## src/rtl/ca_pkg.sv

```systemverilog
// Shared constants, state encoding and neighbourhood helper for the elementary CA row stepper.
package ca_pkg;

    localparam int CA_W = 80;

    typedef enum logic [1:0] {
        ST_IDLE    = 2'd0,
        ST_COMPUTE = 2'd1,
        ST_COMMIT  = 2'd2
    } ca_state_t;

    localparam logic [7:0] RULE_30  = 8'd30;
    localparam logic [7:0] RULE_90  = 8'd90;
    localparam logic [7:0] RULE_110 = 8'd110;

    // Wolfram ordering: left neighbour is the MSB of the rule-table index.
    function automatic logic [2:0] nbr_idx(input logic l, input logic c, input logic r);
        return {l, c, r};
    endfunction

endpackage

```

## src/rtl/tick_edge.sv

```systemverilog
// Rising-edge detector for the prescaler square wave; zero-latency pulse, no backpressure.
// The history register resets to 1 so a level already high at reset is not taken as an edge.
module tick_edge (
    input  logic clk_in,
    input  logic rst,
    input  logic i_tick,
    output logic o_edge
);

    logic r_tick_q;

    always_ff @(posedge clk_in) begin
        if (rst) begin
            r_tick_q <= 1'b1;
        end else begin
            r_tick_q <= i_tick;
        end
    end

    assign o_edge = i_tick & ~r_tick_q;

endmodule

```

## src/rtl/ca_row_stepper.sv

```systemverilog
// Serial elementary-CA generation engine: one cell per clock, W+2 cycles from tick edge to committed row.
// No backpressure; tick edges arriving mid-step are dropped and flagged as a sticky overrun.
module ca_row_stepper
    import ca_pkg::*;
#(
    parameter int W     = CA_W,
    parameter int GEN_W = 16,
    parameter int WRAP  = 1
) (
    input  logic             clk_in,
    input  logic             rst,
    input  logic             tick_in,
    input  logic [7:0]       rule,
    input  logic [W-1:0]     seed,
    input  logic             load,
    input  logic             run,
    output logic [W-1:0]     row_out,
    output logic             row_valid,
    output logic             busy,
    output logic [GEN_W-1:0] gen_count,
    output logic             overrun
);

    localparam int IDX_W = (W > 1) ? $clog2(W) : 1;
    localparam logic [IDX_W-1:0] LAST_IDX = IDX_W'(W - 1);

    logic             w_edge;
    logic             w_l;
    logic             w_c;
    logic             w_r;
    logic             w_new_bit;

    ca_state_t        r_state;
    logic [IDX_W-1:0] r_idx;
    logic [W-1:0]     r_row;
    logic [W-1:0]     r_next;
    logic [7:0]       r_rule_q;
    logic [GEN_W-1:0] r_gen;
    logic             r_valid;
    logic             r_busy;
    logic             r_overrun;

    tick_edge u_tick_edge (
        .clk_in (clk_in),
        .rst    (rst),
        .i_tick (tick_in),
        .o_edge (w_edge)
    );

    // Neighbourhood of the cell being computed; the committed row is read, never the shadow.
    always_comb begin
        w_c = r_row[r_idx];
        w_l = 1'b0;
        w_r = 1'b0;
        if (r_idx == LAST_IDX) begin
            w_l = (WRAP != 0) ? r_row[0] : 1'b0;
        end else begin
            w_l = r_row[r_idx + IDX_W'(1)];
        end
        if (r_idx == '0) begin
            w_r = (WRAP != 0) ? r_row[W-1] : 1'b0;
        end else begin
            w_r = r_row[r_idx - IDX_W'(1)];
        end
        w_new_bit = r_rule_q[nbr_idx(w_l, w_c, w_r)];
    end

    always_ff @(posedge clk_in) begin
        if (rst) begin
            r_state   <= ST_IDLE;
            r_idx     <= '0;
            r_row     <= '0;
            r_next    <= '0;
            r_rule_q  <= '0;
            r_gen     <= '0;
            r_valid   <= 1'b0;
            r_busy    <= 1'b0;
            r_overrun <= 1'b0;
        end else begin
            r_valid <= 1'b0;
            if (load) begin
                // Load wins over everything, including a same-cycle tick edge.
                r_row     <= seed;
                r_gen     <= '0;
                r_valid   <= 1'b1;
                r_overrun <= 1'b0;
                r_idx     <= '0;
                r_state   <= ST_IDLE;
                r_busy    <= 1'b0;
            end else begin
                case (r_state)
                    ST_IDLE: begin
                        if (w_edge && run) begin
                            r_rule_q <= rule;
                            r_idx    <= '0;
                            r_state  <= ST_COMPUTE;
                            r_busy   <= 1'b1;
                        end
                    end
                    ST_COMPUTE: begin
                        if (w_edge) begin
                            r_overrun <= 1'b1;
                        end
                        r_next[r_idx] <= w_new_bit;
                        if (r_idx == LAST_IDX) begin
                            r_state <= ST_COMMIT;
                        end else begin
                            r_idx <= r_idx + IDX_W'(1);
                        end
                    end
                    ST_COMMIT: begin
                        if (w_edge) begin
                            r_overrun <= 1'b1;
                        end
                        r_row   <= r_next;
                        r_gen   <= r_gen + GEN_W'(1);
                        r_valid <= 1'b1;
                        r_state <= ST_IDLE;
                        r_busy  <= 1'b0;
                    end
                    default: begin
                        r_state <= ST_IDLE;
                        r_busy  <= 1'b0;
                    end
                endcase
            end
        end
    end

    assign row_out   = r_row;
    assign row_valid = r_valid;
    assign busy      = r_busy;
    assign gen_count = r_gen;
    assign overrun   = r_overrun;

endmodule

```

## config.mk

```make
export PLATFORM = sky130hd
export DESIGN_NAME = ca_row_stepper
export DESIGN_NICKNAME = d
export VERILOG_FILES = /design/src/rtl/ca_pkg.sv /design/src/rtl/tick_edge.sv /design/src/rtl/ca_row_stepper.sv
export SDC_FILE = /design/constraint.sdc
export NUM_CORES = 1
export LEC_CHECK = 0
export CAP_MARGIN = 40
export CELL_PAD_IN_SITES_DETAIL_PLACEMENT = 1
export CELL_PAD_IN_SITES_GLOBAL_PLACEMENT = 2
export CORE_ASPECT_RATIO = 2
export CORE_MARGIN = 3
export CORE_UTILIZATION = 34
export DETAILED_ROUTE_END_ITERATION = 10
export PLACE_DENSITY = 0.84
export SYNTH_ARGS = -nofsm -noshare
export SYNTH_HDL_FRONTEND = slang
export SYNTH_SLANG_ARGS = --single-unit
export TNS_END_PERCENT = 1
```

## constraint.sdc

```tcl
create_clock -name clk_in -period 12.3 [get_ports clk_in]
set_input_delay 2.46 -clock clk_in [delete_from_list [all_inputs] [get_ports clk_in]]
set_output_delay 2.46 -clock clk_in [all_outputs]
set_load 0.03 [all_outputs]
```

[After elaboration in Yosys (flattened, before gate mapping)]
Index checks and enable logic that the tools add are counted.
W data, S select, Z words.
Storage, ports and cells
  bits in registers: 197
  input port bits: 93
  output and inout bits: 99
Operators by class
  add/subtract/negate cells: 3
  order comparisons: 5
  eq/ne operators: 6
  muxes and demuxes: 25
  bitwise operators: 4
  reductions and logical operators: 14
Operators with widths (number)
  $mux W80: 2
  $bwmux W80: 1
  $lt A7 B8 Y1 const B: 3
  $bmux W1 S7: 3
  $add A16 B1 Y16 const B: 1
  $mux W7: 2
  $pmux W7 S2: 1
  $mux W1: 10
  $reduce_and A2 Y1: 4
  $add A7 B1 Y7 const B: 1
  $demux W1 S7: 1
  $eq A7 B7 Y1 const B: 1
  $ge A7 B1 Y1 const B: 1
  $logic_not A7 Y1: 1
  $sub A7 B1 Y7 const B: 1
  $ne A2 B2 Y1 const B: 3
  $reduce_and A3 Y1: 2
  $lt A3 B4 Y1 const B: 1
  $mux W2: 2
  $pmux W2 S2: 1
  $reduce_bool A2 Y1: 2
  $reduce_or A2 Y1: 2
  $bmux W1 S3: 1
  $not A1 Y1: 3
  6 further kinds: 7

[Logic depth before layout (Yosys ltp)]
  depth in word-level cells: 7
  gate-level depth with buffers: 18
  gate-level depth less buffers: 11

[Cells and area by module]
From an unflattened synthesis, not the netlist that was laid out.
Unflattened totals
  cells, all modules: 1416
  area total of the unflattened synthesis: 11592.4 µm²
By module, submodules not included
  ca_row_stepper: instances 1, cells each 1413, area an instance 11559.8 µm², seq. area each 3923.8 µm²
  tick_edge: instances 1, cells each 3, area an instance 32.5 µm², seq. area each 20.0 µm²

[Least setup slack after synthesis]
No wires, ideal clock.
  path type: register to register
  from: register r_idx[1]
  to: register r_next[69]
  arrival: 4.377 ns
  required time: 12.183 ns
  path slack: 7.806 ns
  stages on the path, launching flop included: 16
  path buffers: 7
  period minus slack after synthesis: 4.494 ns
  cells stage by stage: dfxtp_1 -> buf_2 -> buf_1 -> buf_1 -> inv_1 -> ha_1 -> buf_2 -> buf_2 -> buf_1 -> a2111oi_0 -> or4_1 -> a32oi_2 -> mux4_2 -> a22oi_4 -> buf_6 -> o21ai_1
On the way
  word-level cells in the longest chain between the ends: 7
  elaborated cells between the ends (all ways): 20
  those cells by class: add/sub (2); order compare (2); eq/ne (1); mux (13); reduce/logical (2)
RTL lines
  from (decl): RTL line ca_row_stepper.sv:34  | logic [IDX_W-1:0] r_idx;
  from (signal assigned): RTL line ca_row_stepper.sv:108  | r_idx <= r_idx + IDX_W'(1);
  $sub A7 B1 Y7 / $add A7 B1 Y7 (equally long branches): RTL line ca_row_stepper.sv:63, ca_row_stepper.sv:58
  $bmux W1 S7, on equally long branches: RTL line ca_row_stepper.sv:63, ca_row_stepper.sv:58
  $mux W1, on equally long branches: RTL line ca_row_stepper.sv:63, ca_row_stepper.sv:58
  $mux W1, on equally long branches: RTL line ca_row_stepper.sv:60, ca_row_stepper.sv:55
  $bmux W1 S3: RTL line ca_row_stepper.sv:65  | w_new_bit = r_rule_q[nbr_idx(w_l, w_c, w_r)];
  $mux W1 (not written as such): RTL line ca_row_stepper.sv:65
  $bwmux W80 *: RTL line ca_row_stepper.sv:104  | r_next[r_idx] <= w_new_bit;
  to (signal, indexed assignment): RTL line ca_row_stepper.sv:104
  to (decl): RTL line ca_row_stepper.sv:36  | logic [W-1:0] r_next;
Mark *: on every way between the ends. The rest lies on a longest branch, timed or not. The select of a mux whose other input is x is not followed.
A chain may end at the register's enable or synchronous reset.

[Worst setup path after layout]
  from: register r_idx[0]
  to: register r_next[41]
Same word-level chain as after synthesis.

==> summary by stage <==
Status
The flow ran to the end, and the final reports show no timing, DRC or antenna violations.

Logic synthesis
During synthesis, Yosys emitted a total of 0 warnings. The post-synthesis share of cell area spent on full adders, half adders and majority gates is 0.815%. The commonest cells after synthesis are sky130_fd_sc_hd__nor2_1 (224), sky130_fd_sc_hd__dfxtp_1 (197), sky130_fd_sc_hd__mux2i_1 (119). The count of state elements after synthesis is about 200. The simple-gate portion of the synthesized area is 22.7%. The synthesized net count is between 1000 and 1500. Summing every instance area after synthesis gives roughly 11000 sq um. The dominant combinational cell family by area after synthesis is simple AND/OR/NAND/NOR gates.

The biggest area consumer among synthesized cells is sky130_fd_sc_hd__dfxtp_1. The count of mapped cells out of synthesis is 1250. The number of different library cells in the post-synthesis netlist is between 50 and 60. The count of flip-flops with a built-in enable after synthesis is 0. For this run, the leading register cell type out of synthesis is sky130_fd_sc_hd__dfxtp_1. The sequential area share after synthesis is a little under two fifths. The synthesized netlist devotes approximately an eighth of its cell area to compound gates. In the synthesized netlist, mux cells make up 20.8% of the area. The post-synthesis area per instance is 8.59 sq um. After Yosys synthesis, XOR and XNOR cells account for 2.27% of the synthesized area. The cell with the most instances after synthesis is sky130_fd_sc_hd__nor2_1. After synthesis, the share of flip-flops with an asynchronous set or reset is 0%. In the post-synthesis netlist, the biggest area contributors are sky130_fd_sc_hd__dfxtp_1 (37%), sky130_fd_sc_hd__mux2i_1 (11%), sky130_fd_sc_hd__mux4_2 (8.4%).

The share of Yosys cell area claimed by the top area cell type is 36.7%.

Cells and area
The filler cells instantiated in the layout total 3656. Compared with the post-synthesis result, the final layout area differs by 26.6%. The multi-input combinational cells in the finished layout cover a total of 6350 sq um. After the last flow step, the layout net total stands at 1495.

The share of final-layout standard cells stronger than drive strength 1 is ~9.1%. The number of diodes is 0. Across the whole layout, storage elements account for 3950 sq um. The post-route cell area is 13600 sq um. The final cell count without fillers is 1826.

Floorplanning
The number of top-level pins is 192. The initial standard-cell utilization of the core is a little over a third. The width of the die is 132 microns.

In this run the vertical extent of the chip is between 200 and 300 microns. The die covers roughly 34000 sq um. The floorplan has 91 rows. The core region is 31000 sq um.

CTS
The buffer depth of the longest clock path is 2. The number of clock sinks is 197. Post-CTS timing repair inserted 0 buffers for setup. The number of buffers inserted for hold repair after clock tree synthesis is 0. The post-CTS resize count is 0. The worst-skew pair later-pin latency is 460 ps. The tree is rooted in a sky130_fd_sc_hd__clkbuf_16. The clock buffer count from CTS is 17.

The TritonCTS clock tree is built. The clock transition at the register clock pins on the worst setup and hold paths after CTS is ~70 ps. The H-tree was split into 4 levels.

STA
The slack of the critical path is 5970 ps. Setup repair after global routing left no endpoint under its margin. Clock skew on the completed layout was measured at 10.1 ps. The final count of pins violating max slew is 0.

The highest clock rate is 158 MHz. The post-route setup TNS is 0 ps. The share of the clock period used by the worst path is 51.4%.

Setup violations remaining at the end of the flow were counted as 0. The pin slew with the least headroom to its limit is 1050 ps. The number of endpoints with negative hold slack in the final report is 0.

In this run the tightest slew margin relative to its limit is a little under a third. The shortest clock period the worst path allows after layout is 6330 ps.

Routing
In this run the remaining antenna-violating nets after routing total 0. The total iterations of the first detailed-routing run is 5. Dividing the detail-routed wire length by the instance count gives approximately 22 microns. The first routing iteration left 534 violations. In the routed design, unresolved DRC markers number 0. The vias per cell is roughly 5.5. The final layout contains routed wiring with a total length of 39.5 mm. The via count is 10100.

Place
The count of buffers added on input and output ports is 191. OpenSTA, run right after detailed placement, puts the worst setup slack at 5970 ps. The instance area after placement is 13000 sq um. The HPWL after detailed placement is just under 30 mm.

The number of placed instances with taps included is 1794. The final weighted congestion of routability-driven global placement is 0.856.

Global route
The via count of the first global-routing pass was about 10000. After global routing the overflow that remains totals 0. The initial antenna violation count came to 0. Entering global routing, the biggest net connects 92 pins. The first-pass GRT wire length is roughly 61 mm. The global router's overall resource usage is 23.0%.

Critical path
The type of the worst setup path is flop to flop. The maximum net fanout on the critical path is between 60 and 70. The worst setup path is captured at a flop. The required arrival time at the worst endpoint is 12620 ps. The worst setup path is launched from a flop. The reg-to-reg setup timing slack is 5970 ps. The signal arrival time at the worst endpoint is 6650 ps.

Min path
The path class of the tightest hold or removal check is flop to flop.

Power
The static leakage is 4.39 nW. Across the VDD grid, the largest voltage drop is around 0.0001 V. After layout, the design draws a total of 1.43 mW. The areal power density over the cells is approximately 100 nW/um^2.

Job
The number of violations of the max-capacitance limit is 0.
==> cells by family after synthesis <==
logic type / count (synthesis)
adder cells (fa/ha/maj): 7
multiplexers: 172
flip-flops: 197
AND/OR/NAND/NOR: 514
AO/OA/AOI/OAI: 232
XOR/XNOR: 27
buffers and inverters: 101
==> per-stage QoR <==
step / util (%) / hold WS, ps
floorplan: - / 453
global placement: 41.6 / 461
detailed placement: 42.0 / 471
CTS: 43.9 / 484
global route: 43.9 / 505
finish: 43.9 / 481
==> registers in the layout, summed over array words and instances, names as in the netlist <==
signal	count
gen_count	16
busy	1
overrun	1
r_rule_q	8
u_tick_edge.r_tick_q	1
r_state	2
r_next	80
row_valid	1
r_idx	7
row_out	80
==> cell usage in the layout (no fill, tap or decap), types with 8 or more instances in the layout <==
cell type	n
sky130_fd_sc_hd__clkbuf_16	17
sky130_fd_sc_hd__nand2_1	117
sky130_fd_sc_hd__o22ai_1	11
sky130_fd_sc_hd__nand3b_1	81
sky130_fd_sc_hd__nand3_1	20
sky130_fd_sc_hd__nor2b_1	8
sky130_fd_sc_hd__a21oi_1	95
sky130_fd_sc_hd__mux2_2	13
sky130_fd_sc_hd__mux4_2	40
sky130_fd_sc_hd__inv_1	8
sky130_fd_sc_hd__nand2b_1	10
sky130_fd_sc_hd__dfxtp_1	195
sky130_fd_sc_hd__xor2_1	17
sky130_fd_sc_hd__a211oi_1	8
sky130_fd_sc_hd__o21ai_1	80
sky130_fd_sc_hd__clkdlybuf4s50_1	189
sky130_fd_sc_hd__buf_4	19
sky130_fd_sc_hd__o21ai_0	9
sky130_fd_sc_hd__mux2i_1	119
sky130_fd_sc_hd__nor3_1	14
sky130_fd_sc_hd__xnor2_1	8
sky130_fd_sc_hd__nor2_1	221
==> layout make-up <==
cell class,count,area share (%)
Sequential cell,197,29.0
Timing Repair Buffer,219,15.8
Multi-Input combinational cell,952,46.7
Clock buffer,19,3.18
Inverter,8,0.221
Tap cell,418,3.85
Clock inverter,13,1.17
==> power breakdown <==
part	leakage (nW)	switching, mW	internal (mW)
clock network	0.283	0.255	0.319
logic	2.50	0.0852	0.0861
registers	1.60	0.0293	0.653
total	4.39	0.369	1.06
==> metal layers <==
metal	up-vias	global-route usage (%)	wire (microns)
li1	4722	-	-
met1	5050	23.7	14400
met2	226	46.0	22900
met3	61	3.07	1130
met4	0	8.56	1140
met5	-	0	0
==> final timing paths <==
kind                                 start         end  depth (start not counted)
worst max register to register    r_idx[0]  r_next[41]                         13
worst min-delay path            r_next[58]  r_next[58]                          2
worst min register to register  r_next[58]  r_next[58]                          2
worst max-delay path              r_idx[0]  r_next[41]                         13
==> worst max-delay path, stage by stage (launching register included) <==
cell                      delay, ps
sky130_fd_sc_hd__dfxtp_2        320
sky130_fd_sc_hd__buf_4          670
sky130_fd_sc_hd__inv_1           90
sky130_fd_sc_hd__buf_4          280
sky130_fd_sc_hd__ha_1           330
sky130_fd_sc_hd__xor2_2         640
sky130_fd_sc_hd__mux4_2         580
sky130_fd_sc_hd__or3_1          360
sky130_fd_sc_hd__a311o_1        350
sky130_fd_sc_hd__a32oi_2        340
sky130_fd_sc_hd__mux4_2         580
sky130_fd_sc_hd__a22oi_4        850
sky130_fd_sc_hd__buf_4          570
sky130_fd_sc_hd__o21ai_1        150
(Power assumes the default switching activity.)
